`src/rtl/fetch_unit.sv`:
```
// Instruction fetch front end: issues one-word reads to instruction memory,
// buffers responses in a small prefetch queue and hands words to the consumer
// in order. Handles branch redirects and stops fetching after a halt word.
module fetch_unit #(
  parameter int DEPTH = 2
) (
  input  logic        clk,
  input  logic        rst,
  output logic        imem_req,
  output logic [3:0]  imem_addr,
  input  logic [15:0] imem_data,
  output logic [15:0] instr,
  output logic [3:0]  instr_pc,
  output logic        instr_valid,
  input  logic        instr_ready,
  input  logic        redirect,
  input  logic [3:0]  redirect_pc,
  output logic        halted
);

  localparam int CW = $clog2(DEPTH + 1);
  localparam logic [3:0] HALT_OP = 4'h9;

  logic [3:0]    r_fetch_pc;
  logic [3:0]    r_req_pc;
  logic          r_in_flight;
  logic          r_halt_seen;
  logic          r_halted;
  logic [CW-1:0] r_count;
  logic [15:0]   r_word [DEPTH];
  logic [3:0]    r_pc   [DEPTH];

  logic          w_pop;
  logic          w_push;
  logic          w_issue;
  logic          w_halt_pop;
  logic [CW:0]   w_occ_after;
  logic [CW-1:0] w_count_nxt;
  logic [CW-1:0] w_wr_idx;
  logic [15:0]   w_word_nxt [DEPTH];
  logic [3:0]    w_pc_nxt   [DEPTH];

  // Head is entry 0 of a shift queue; outputs come straight from registers,
  // so instr_ready never reaches instr_valid combinationally.
  assign instr_valid = (r_count != '0) && !r_halted && !rst;
  assign instr       = instr_valid ? r_word[0] : 16'h0000;
  assign instr_pc    = instr_valid ? r_pc[0]   : 4'h0;
  assign halted      = r_halted && !rst;

  assign w_pop      = instr_valid && instr_ready;
  // A response returning after the halt word was queued is dropped.
  assign w_push     = r_in_flight && !r_halt_seen;
  assign w_halt_pop = w_pop && (r_word[0][15:12] == HALT_OP);

  // Only request when the response is guaranteed a free slot next cycle.
  assign w_occ_after = (CW+1)'(r_count) + (CW+1)'(r_in_flight) - (CW+1)'(w_pop);
  assign w_issue     = !rst && !redirect && !r_halt_seen && !r_halted &&
                       (w_occ_after < (CW+1)'(DEPTH));
  assign imem_req    = w_issue;
  assign imem_addr   = r_fetch_pc;

  // Next queue contents: shift on pop, then write the response behind the survivors.
  always_comb begin
    w_count_nxt = r_count + CW'(w_push) - CW'(w_pop);
    w_wr_idx    = r_count - CW'(w_pop);
    for (int i = 0; i < DEPTH; i++) begin
      w_word_nxt[i] = r_word[i];
      w_pc_nxt[i]   = r_pc[i];
    end
    if (w_pop) begin
      for (int i = 0; i < DEPTH - 1; i++) begin
        w_word_nxt[i] = r_word[i+1];
        w_pc_nxt[i]   = r_pc[i+1];
      end
    end
    if (w_push) begin
      for (int i = 0; i < DEPTH; i++) begin
        if (w_wr_idx == CW'(i)) begin
          w_word_nxt[i] = imem_data;
          w_pc_nxt[i]   = r_req_pc;
        end
      end
    end
  end

  // State update: reset, then sticky halt, then redirect, then normal flow.
  always_ff @(posedge clk) begin
    if (rst) begin
      r_fetch_pc  <= 4'h0;
      r_req_pc    <= 4'h0;
      r_in_flight <= 1'b0;
      r_halt_seen <= 1'b0;
      r_halted    <= 1'b0;
      r_count     <= '0;
      for (int i = 0; i < DEPTH; i++) begin
        r_word[i] <= 16'h0000;
        r_pc[i]   <= 4'h0;
      end
    end else if (r_halted) begin
      r_in_flight <= 1'b0;
    end else if (redirect) begin
      r_count     <= '0;
      r_in_flight <= 1'b0;
      r_halt_seen <= 1'b0;
      r_fetch_pc  <= redirect_pc;
    end else begin
      r_count     <= w_count_nxt;
      r_in_flight <= w_issue;
      for (int i = 0; i < DEPTH; i++) begin
        r_word[i] <= w_word_nxt[i];
        r_pc[i]   <= w_pc_nxt[i];
      end
      if (w_issue) begin
        r_req_pc   <= r_fetch_pc;
        r_fetch_pc <= r_fetch_pc + 4'h1;
      end
      if (w_push && (imem_data[15:12] == HALT_OP))
        r_halt_seen <= 1'b1;
      if (w_halt_pop)
        r_halted <= 1'b1;
    end
  end

endmodule

```
`config.mk`:
```
export PLATFORM = sky130hd
export DESIGN_NAME = fetch_unit
export DESIGN_NICKNAME = d
export VERILOG_FILES = /design/src/rtl/fetch_unit.sv
export SDC_FILE = /design/constraint.sdc
export NUM_CORES = 1
export LEC_CHECK = 0
export CELL_PAD_IN_SITES_DETAIL_PLACEMENT = 1
export CELL_PAD_IN_SITES_GLOBAL_PLACEMENT = 1
export CORE_MARGIN = 5
export CORE_UTILIZATION = 35
export CTS_CLUSTER_DIAMETER = 100
export DETAILED_ROUTE_END_ITERATION = 12
export GPL_ROUTABILITY_DRIVEN = 0
export PLACE_DENSITY = 0.75
export REMOVE_ABC_BUFFERS = 1
export SYNTH_ARGS = -nofsm -noshare
export SYNTH_HDL_FRONTEND = slang
export SYNTH_SLANG_ARGS = --single-unit
export TNS_END_PERCENT = 10
```
`constraint.sdc`:
```
create_clock -name clk -period 2.3 [get_ports clk]
set_input_delay 0.23 -clock clk [delete_from_list [all_inputs] [get_ports clk]]
set_output_delay 0.23 -clock clk [all_outputs]
set_load 0.05 [all_outputs]
```
=== After elaboration in Yosys (flattened, before gate mapping) ===
Memory sizes are Yosys's and may differ from the RTL's.
Cells that the tools add are included.

* Multiplexer cells: 28
* Equal/unequal tests: 3
* $lt $le $gt $ge: 1
* $add $sub $neg: 6
* Reduce and logical (&&, ||, !) cells: 23
* Bitwise operators: 6

{| class="wikitable"
|+ Operators with widths
! operator !! count
|-
| $mux W16 || 6
|-
| $mux W32 || 1
|-
| $mux W4 || 8
|-
| $logic_and A1 B1 Y1 || 11
|-
| $mux W1 || 11
|-
| $eq A4 B4 Y1 const B || 2
|-
| $mux W8 || 1
|-
| $reduce_bool A2 Y1 || 3
|-
| $add A4 B1 Y4 const B || 1
|-
| $logic_not A1 Y1 || 4
|-
| $or A1 B1 Y1 || 4
|-
| $reduce_and A2 Y1 || 2
|-
| $sub A2 B1 Y2 || 2
|-
| $add A2 B1 Y3 || 1
|-
| $lt A3 B2 Y1 const B || 1
|-
| $reduce_and A3 Y1 || 1
|-
| $reduce_or A3 Y1 || 1
|-
| $sub A3 B1 Y3 || 1
|-
| $add A2 B1 Y2 || 1
|-
| $eq A2 B1 Y1 const B || 1
|-
| $logic_not A2 Y1 || 1
|-
| $mux W2 || 1
|-
| $not A1 Y1 || 2
|}

* Word-level logic and storage cells: 75
* Bits in writable memories: 40
* Memories: 2
* Flip-flop bits (word level): 13

{| class="wikitable"
|+ Memory list
! memory !! words !! width !! rd ports !! clocked after memory_dff !! write ports !! line !! RTL
|-
| r_word || 2 || 16 || 2 || 0 || 2 || 30 || <nowiki>logic [15:0] r_word [DEPTH];</nowiki>
|-
| r_pc || 2 || 4 || 2 || 0 || 2 || 31 || <nowiki>logic [3:0] r_pc [DEPTH];</nowiki>
|}

=== Longest topological paths before layout ===
Gate-level depths: netlist of run 1.

* Depth after elaboration: 9
* Gate-level depth with buffers: 11
* Gate-level depth less buffers: 9

=== Least setup slack after synthesis of run 1 ===
Ideal clock, no wire load.

* Kind: register to register
* From: register r_halted
* To: memory r_pc[0][0] (enable)
* Period minus slack after synthesis: 2.422 ns
* Buffers on the path: 1
* Stages on the path, launching flop included: 3
* Arrival: 1.998 ns
* Setup slack: -0.122 ns
* Library setup time: 0.425 ns
* Cells stage by stage: dfxtp_1 buf_2 o21ai_0

{| class="wikitable"
|+ RTL lines
! item !! line !! RTL
|-
| start, declared || 28 || <nowiki>logic r_halted;</nowiki>
|-
| start signal, assigned || 93 || <nowiki>r_halted <= 1'b0;</nowiki>
|-
| start signal, assigned || 120 || <nowiki>r_halted <= 1'b1;</nowiki>
|-
| end, declared || 31 ||
|}

=== Worst setup path in the final report of run 1 ===
* From: register r_count[0]
* To: output port imem_req

* Cells in the longest elaborated chain, start to end: 7
* Elaborated cells between the ends (all ways): 8
* Those cells by class: 2 x add/sub; 1 x order compare; 5 x reduce/logical

{| class="wikitable"
|+ RTL lines
! item !! line !! RTL
|-
| start, declared || 29 || <nowiki>logic [CW-1:0] r_count;</nowiki>
|-
| start signal, assigned || 107 || <nowiki>r_count <= w_count_nxt;</nowiki>
|-
| $reduce_bool A2 Y1 || 45 || <nowiki>assign instr_valid = (r_count != '0) && !r_halted && !rst;</nowiki>
|-
| $logic_and A1 B1 Y1 (2 in series) || 45 ||
|-
| $logic_and A1 B1 Y1 || 50 || <nowiki>assign w_pop = instr_valid && instr_ready;</nowiki>
|-
| $sub A3 B1 Y3 * || 56 || <nowiki>assign w_occ_after = (CW+1)'(r_count) + (CW+1)'(r_in_flight) - (CW+1)'(w_pop);</nowiki>
|-
| $lt A3 B2 Y1 * || 58 || <nowiki>(w_occ_after < (CW+1)'(DEPTH));</nowiki>
|-
| $logic_and A1 B1 Y1 * || 57 || <nowiki>assign w_issue = !rst && !redirect && !r_halt_seen && !r_halted &&</nowiki>
|-
| end, declared || 9 || <nowiki>output logic imem_req,</nowiki>
|}

Every way passes the cells marked *; elsewhere a longest branch is shown, timed or not.

==> results of run 1 <==
## how the worst max path moves through the flow
| stage | slack (ns) | start | endpoint | cells past startpoint |
|---|---|---|---|---|
| final | 0.02 | r_count[0] | imem_req | 9 |
| after CTS | 0.004 | r_count[0] | imem_req | 9 |
| after floorplan | -0.43 | r_halted | r_count[1] | 9 |
| after detailed placement | -0.35 | rst | imem_addr[1] | 11 |
| after global placement | -0.22 | instr_ready | imem_addr[3] | 10 |
| after global routing | -0.11 | r_halted | imem_req | 9 |
## layout make-up
type                            count  area, sq um  area share [%]
Timing Repair Buffer               78          976            24.5
Clock inverter                      3         25.0           0.627
Clock buffer                        5         68.8            1.73
Sequential cell                    53         1470            36.9
Multi-Input combinational cell    178         1290            32.3
Tap cell                          102          128            3.20
Inverter                            9         33.8           0.847
## timing repair
item / in CTS / in global routing
gates resized for setup: 16 / 11
pin swaps: 1 / 3
setup buffers: 2 / 3
hold buffers: 0 / 0
endpoints found under the setup margin: 4 / 23
## cell families after synthesis
kind of cell / count (synthesis) / share of synthesized area, %
multiplexers: 25 / 9.04
XOR/XNOR: 2 / 0.630
AO/OA/AOI/OAI: 56 / 12.0
flip-flops: 53 / 52.5
AND/OR/NAND/NOR: 90 / 18.8
adder cells (fa/ha/maj): 5 / 2.52
buffers and inverters: 27 / 4.50
## state kept, by name, indices dropped and copies added (netlist names)
register,count
r_word,32
r_in_flight,1
imem_addr,4
r_halted,1
r_halt_seen,1
r_pc,8
r_req_pc,4
r_count,2
## report_power, final
part | switching, uW | internal (uW)
Sequential | 35.5 | 1080
Combinational | 197 | 165
Clock | 339 | 221
Total | 571 | 1470
## cell usage after synthesis (2+ instances only)
library cell | number | area [sq um]
dfxtp_1 | 13 | 260
clkbuf_1 | 11 | 41.3
mux2i_1 | 24 | 240
or3_1 | 2 | 12.5
and2_1 | 22 | 138
buf_2 | 3 | 15.0
nor2b_1 | 5 | 31.3
and3_1 | 22 | 138
nand2_1 | 11 | 41.3
a21oi_1 | 20 | 100
nor3_1 | 2 | 10.0
ha_1 | 4 | 50.1
nand3_1 | 6 | 30.0
o21ai_1 | 3 | 15.0
buf_6 | 2 | 22.5
o21ai_0 | 21 | 105
inv_1 | 9 | 33.8
edfxtp_1 | 40 | 1200
nor4b_1 | 2 | 17.5
nand2b_1 | 3 | 18.8
a31oi_1 | 2 | 12.5
nor2_1 | 8 | 30.0
## worst reg2reg max path, stage by stage, from the launching register on
cell and delay (ns):
dfxtp_4 0.38, nor2b_4 0.14, nand3_4 0.09, nand2_2 0.09, nand2_2 0.06, fa_1 0.49, nor2b_4 0.15, buf_4 0.13
nand2_2 0.06, o2111a_1 0.24, a211o_1 0.25
## layer usage
layer | vias to the layer above | global-route usage (%) | wire (microns)
met5 | - | 0 | 0
li1 | 1073 | - | -
met1 | 1084 | 20.5 | 3330
met3 | 5 | 3.23 | 394
met2 | 57 | 26.7 | 3840
met4 | 0 | 3.36 | 53
## stage by stage
| step | power [uW] | setup TNS [ns] | utilization, % |
|---|---|---|---|
| floorplan | 1300 | -15.39 | - |
| global placement | 1470 | -6.32 | 48.7 |
| detailed placement | 1490 | -9.78 | 48.7 |
| CTS | 2040 | 0 | 50.7 |
| global route | 2120 | -0.124 | 51.6 |
| finish | 2040 | 0 | 51.6 |
==> impl_results.md, run 1 <==
* Max Cap Viol at 0
* Buf+Inv Stages, Crit Path at 2
* Dominant synthesized flop cell: edfxtp_1
* R2r startpoint: r_count[0]
* Asr flop ratio synth at 0%
* Number of antenna diodes at 0
* Post-synthesis sequential area ratio at 52.5%
* VDD IR max at 0.247 mV
* Dpl hpwl at 5190 microns
* Flops & latches, synth at 53
* First-pass GRT wire length at 12200 microns
* Die area at 9830 sq um
* Leak pwr at 0.00162 uW
* Clk buf depth at 2
* Post-synth EDFFs at 40
* Synth unique cells at 45
* # IOs at 51
* Vias/cell at 5.18
* Cell family with most CP delay: simple AND/OR/NAND/NOR gates
* WP data required at 2.07 ns
* Synthesized instance count at 258
* Final nets at 354
* Initial Util at 36.0%
* Hold Path Stages at 2
* Max incr delay on CP at 0.49 ns
* Skew final at 0.00817 ns
* Clock Root Buffer: clkbuf_8
* Tightest Pin Transition at 0.501 ns
* Yosys warns at 0
* TritonCTS clock tree: done
* Post-route ant nets at 0
* Via count at 2219
* Residual DRC at 0
* Nature of the critical path endpoint: primary output
* Layout Cells excl Fill at 428
* Startpoint types: flop
* Max Clk Rate at 0.439 GHz
* Number of global-route vias before repair at 2320
* Clock-pin slew on the worst setup and hold paths at 0.10 ns
* DR pass1 iterations at 4
* Total power per unit cell area at 512 nW/um^2
* R2R depth at 10
* RSZ-0062 raised after global routing: yes
* Fillers at 826
* Hold wc startpoint: r_req_pc[1]
* Outcome: finished, final reports clean
* Die H at 99.2 microns
* 1st-iter DRT viols at 87
* Setup slack, reg-to-reg at 0.12 ns
* Post-route cell area at 3990 sq um
* Routed wire length per instance at 17.8 microns
* H-tree levels at 2
* IO buf count at 50
* Max-slew violations at 0
* Latest clock arrival within the worst-skew pair at 0.31 ns
* Antenna violations before repair at 0
* Critical path peak fanout at 6
* Fraction of layout cells with a size suffix above 1 at 25.2%
* Sinks on Clock Net at 53
* DRT Wirelength at 7620 microns
* CP max-delay cell: fa_1
* Final worst-path cycle share at 99.1%
* CTS Buf Count at 5
* Hold Path Class: reg2reg
* GRT overflow at 0
* Pin count of the biggest net entering global routing at 38
* Final Hold Viols at 0
* Commonest non-fill, non-tap cells in the layout: edfxtp_1 (40), buf_12 (26), clkdlybuf4s50_1 (25), buf_4 (25), mux2i_1 (24)
* Worst Hold Slack at 0.528 ns
* Final WS setup at 0.0201 ns
* Synthesized area per cell at 10.8 sq um
* Most common cell after layout, fill and taps aside: edfxtp_1
* Gr usage total at 15.6%
* WP data arrival at 2.05 ns
* Die W at 99.2 microns
* Layout area overhead at 43.3%
* Cell Rows at 32
* Worst r2r dst: imem_addr[3]
* # setup viols final at 0
* Placed cells at 415
* Fin crit period at 2.28 ns
* Hold worst-path end: r_req_pc[1]
* Cell chain of the critical path: nor2b_4, nand3_4, nand2_2, nand2_2, fa_1, nor2b_4, nand3_2, inv_2, buf_12
* DP Area at 3760 sq um
* Critical Setup Path Class: reg2out
* Dpl ws at -0.347 ns
* Core Region at 7730 sq um
* Slew margin rel. at 66.5%
* Synthesized cell area at 2780 sq um
Note: power is estimated with default switching activity, not from simulation.
==> run 2: changes to the inputs <==
--- a/config.mk
+++ b/config.mk
@@ -5,6 +5,7 @@
 export SDC_FILE = /design/constraint.sdc
 export NUM_CORES = 1
 export LEC_CHECK = 0
+export ABC_AREA = 1
 export CELL_PAD_IN_SITES_DETAIL_PLACEMENT = 1
 export CELL_PAD_IN_SITES_GLOBAL_PLACEMENT = 1
 export CORE_MARGIN = 5
@@ -12,7 +13,7 @@
 export CTS_CLUSTER_DIAMETER = 100
 export DETAILED_ROUTE_END_ITERATION = 12
 export GPL_ROUTABILITY_DRIVEN = 0
-export PLACE_DENSITY = 0.75
+export PLACE_DENSITY = 0.78
 export REMOVE_ABC_BUFFERS = 1
 export SYNTH_ARGS = -nofsm -noshare
 export SYNTH_HDL_FRONTEND = slang
==> run 2 against run 1 <==
Effect of this change: the run now ends with negative setup slack left; final area grew 12%; setup slack lost 0.068 ns; critical path depth is the same; power grew 9.9%; non-clock buffer count grew 17; synthesized area grew 11%; fmax shrank 2.9%; flip-flop and latch count is the same; clock power grew 9.1%; critical path type unchanged.
==> impl_results.md, run 2 <==
* Routed wire length per instance at 16.1 microns
* Residual DRC at 0
* Failing checks: negative setup slack
* Antenna violations before repair at 0
* Synthesized instance count at 422
* TritonCTS clock tree: done
* Number of global-route vias before repair at 3184
* Setup slack, reg-to-reg at 0.08 ns
* Share of the synthesized area in the top cell type at 38.9%
* Synthesized-area fraction occupied by adder cells at 2.27%
* IO buf count at 50
* Final worst-path cycle share at 102%
* Mux contribution to synthesized area at 0%
* WP data arrival at 2.12 ns
* H-tree levels at 2
* Cell Rows at 34
* # IOs at 51
* Fin crit period at 2.35 ns
* Post-synthesis sequential area ratio at 47.3%
* Yosys warns at 0
* Critical path peak fanout at 3
* Pin count of the biggest net entering global routing at 41
* Synth Area in XOR/XNOR at 0.283%
* DR pass1 iterations at 4
* Total power per unit cell area at 501 nW/um^2
* Layout area overhead at 44.9%
* Regs by FF count: r_word (32), r_pc (8)
* Outcome: finished with violations
* Clk buf depth at 2
* RSZ-0062 raised after global routing: yes
* Hold Path Class: in2reg
* Die W at 104 microns
* Asr flop ratio synth at 0%
* Via count at 3028
* Compound-Gate Fraction of Synth Area at 2.15%
* Max Cap Viol at 0
* Tot Pwr at 2240 uW
* Max reg flops at 32
* Initial Util at 35.6%
* DRT Wirelength at 9870 microns
* DP Area at 4010 sq um
* Post-CTS Hold Buffers at 0
* GRT overflow at 0
* Critical Setup Path Class: reg2out
* Top-count cell post-synth: nand2_1
* Synth area leader: edfxtp_1
* Clock-pin slew on the worst setup and hold paths at 0.10 ns
* Core Util, Final at 51.6%
* Post-route cell area at 4480 sq um
* Number of antenna diodes at 0
* Post-route ant nets at 0
* Final nets at 533
* Most flop-heavy register: r_word
* Synthesized cell area at 3090 sq um
* Max-slew violations at 0
* VDD IR max at 0.242 mV
* Fillers at 1056
* Max Clk Rate at 0.426 GHz
* CTS Buf Count at 5
* Top cells by count, synth: nand2_1 (123), nor2_1 (101), inv_1 (58), edfxtp_1 (40), nand4_1 (22)
* Die H at 104 microns
* First-pass GRT wire length at 15500 microns
* Final WS setup at -0.0480 ns
* Fraction of layout cells with a size suffix above 1 at 22.6%
* Skew final at 0.00644 ns
* Sinks on Clock Net at 53
* Dominant synthesized flop cell: edfxtp_1
* # setup viols final at 1
* Synthesized area per cell at 7.32 sq um
* Simple-gate share of the synthesized area at 37.1%
* Post-synth EDFFs at 40
* Largest family of logic cells by synthesized area: simple AND/OR/NAND/NOR gates
* Latest clock arrival within the worst-skew pair at 0.31 ns
* 1st-iter DRT viols at 184
* Most common cell after layout, fill and taps aside: nand2_1
* Final Hold Viols at 0
* Die area at 10800 sq um
* Nature of the critical path endpoint: primary output
* Placed cells at 579
* Tightest Pin Transition at 0.497 ns
* Slew margin rel. at 66.7%
* WP data required at 2.07 ns
* Layout Cells excl Fill at 613
* Flops & latches, synth at 53
* Leak pwr at 0.00204 uW
* Startpoint types: flop
* Ranking of synthesized cells by area: edfxtp_1 (39%), nand2_1 (15%), nor2_1 (12%), dfxtp_1 (8.4%), inv_1 (7.0%)
* Synth unique cells at 30
* Gr usage total at 17.0%
* Core Region at 8680 sq um
* Vias/cell at 4.94
* Dpl hpwl at 6030 microns
* Commonest non-fill, non-tap cells in the layout: nand2_1 (120), nor2_1 (86), inv_1 (55)
* Clock Root Buffer: clkbuf_8
==> run 2: area by class of cell <==
class                      instances  area (sq um)  share of cell area [%]
timing repair buffer              95          1140                    25.5
multi-input combinational        288          1390                    31.1
sequential                        53          1470                    32.8
clock inverter                     1          8.76                   0.196
tap                              108           135                    3.02
inverter                          61           234                    5.22
clock buffer                       7          97.6                    2.18
==> run 2: worst paths after layout <==
| path | startpoint | to | depth (start not counted) |
|---|---|---|---|
| setup / recovery | r_halted | imem_req | 9 |
| hold / removal | rst | r_halt_seen | 3 |
| setup reg to reg | r_halted | r_word[0][23] | 9 |
| hold reg to reg | imem_addr[3] | r_req_pc[3] | 2 |
==> run 2: power breakdown <==
group | switching [uW] | internal (uW) | leakage (uW)
Clock | 326 | 284 | 0.0000536
Combinational | 299 | 206 | 0.00145
Sequential | 39.7 | 1090 | 0.000536
==> run 2: kinds of logic after synthesis <==
group,count (synthesis)
flip-flops,53
AO/OA/AOI/OAI,12
XOR/XNOR,1
AND/OR/NAND/NOR,270
adder cells (fa/ha/maj),5
buffers and inverters,81
==> run 2: metal layers <==
metal | vias to the layer above | routed length [microns] | global-route usage [%]
met5 | - | 0 | 0
met4 | 0 | 104 | 3.05
met3 | 12 | 561 | 4.03
met2 | 80 | 5190 | 30.9
met1 | 1459 | 4020 | 20.5
li1 | 1477 | - | -
==> run 2: what timing repair did <==
| item | in CTS | in global routing |
|---|---|---|
| cloned | 0 | 4 |
| gates resized for setup | 17 | 25 |
| pin swaps | 8 | 5 |
| endpoints found under the hold margin | 0 | 0 |
| setup endpoints to repair | 1 | 57 |
| setup buffers | 17 | 6 |
==> run 2: per-stage QoR <==
step	setup TNS, ns	setup WS, ns	hold slack (ns)
finish	-0.0480	-0.0480	0.477
detailed placement	-6.81	-0.263	0.537
floorplan	-22.53	-1.00	0.308
global route	-1.61	-0.159	0.471
global placement	-2.69	-0.150	0.514
CTS	-0.00832	-0.00832	0.463
==> run 2: worst max-delay path, cell delays in order, from the launching register on <==
cell and delay, ns:
dfxtp_2 0.35, nor2_4 0.18, nand4_4 0.13, inv_2 0.09, o21ai_2 0.06, fa_1 0.53, nand3_2 0.12, nor2_4 0.11
buf_6 0.12, buf_12 0.13
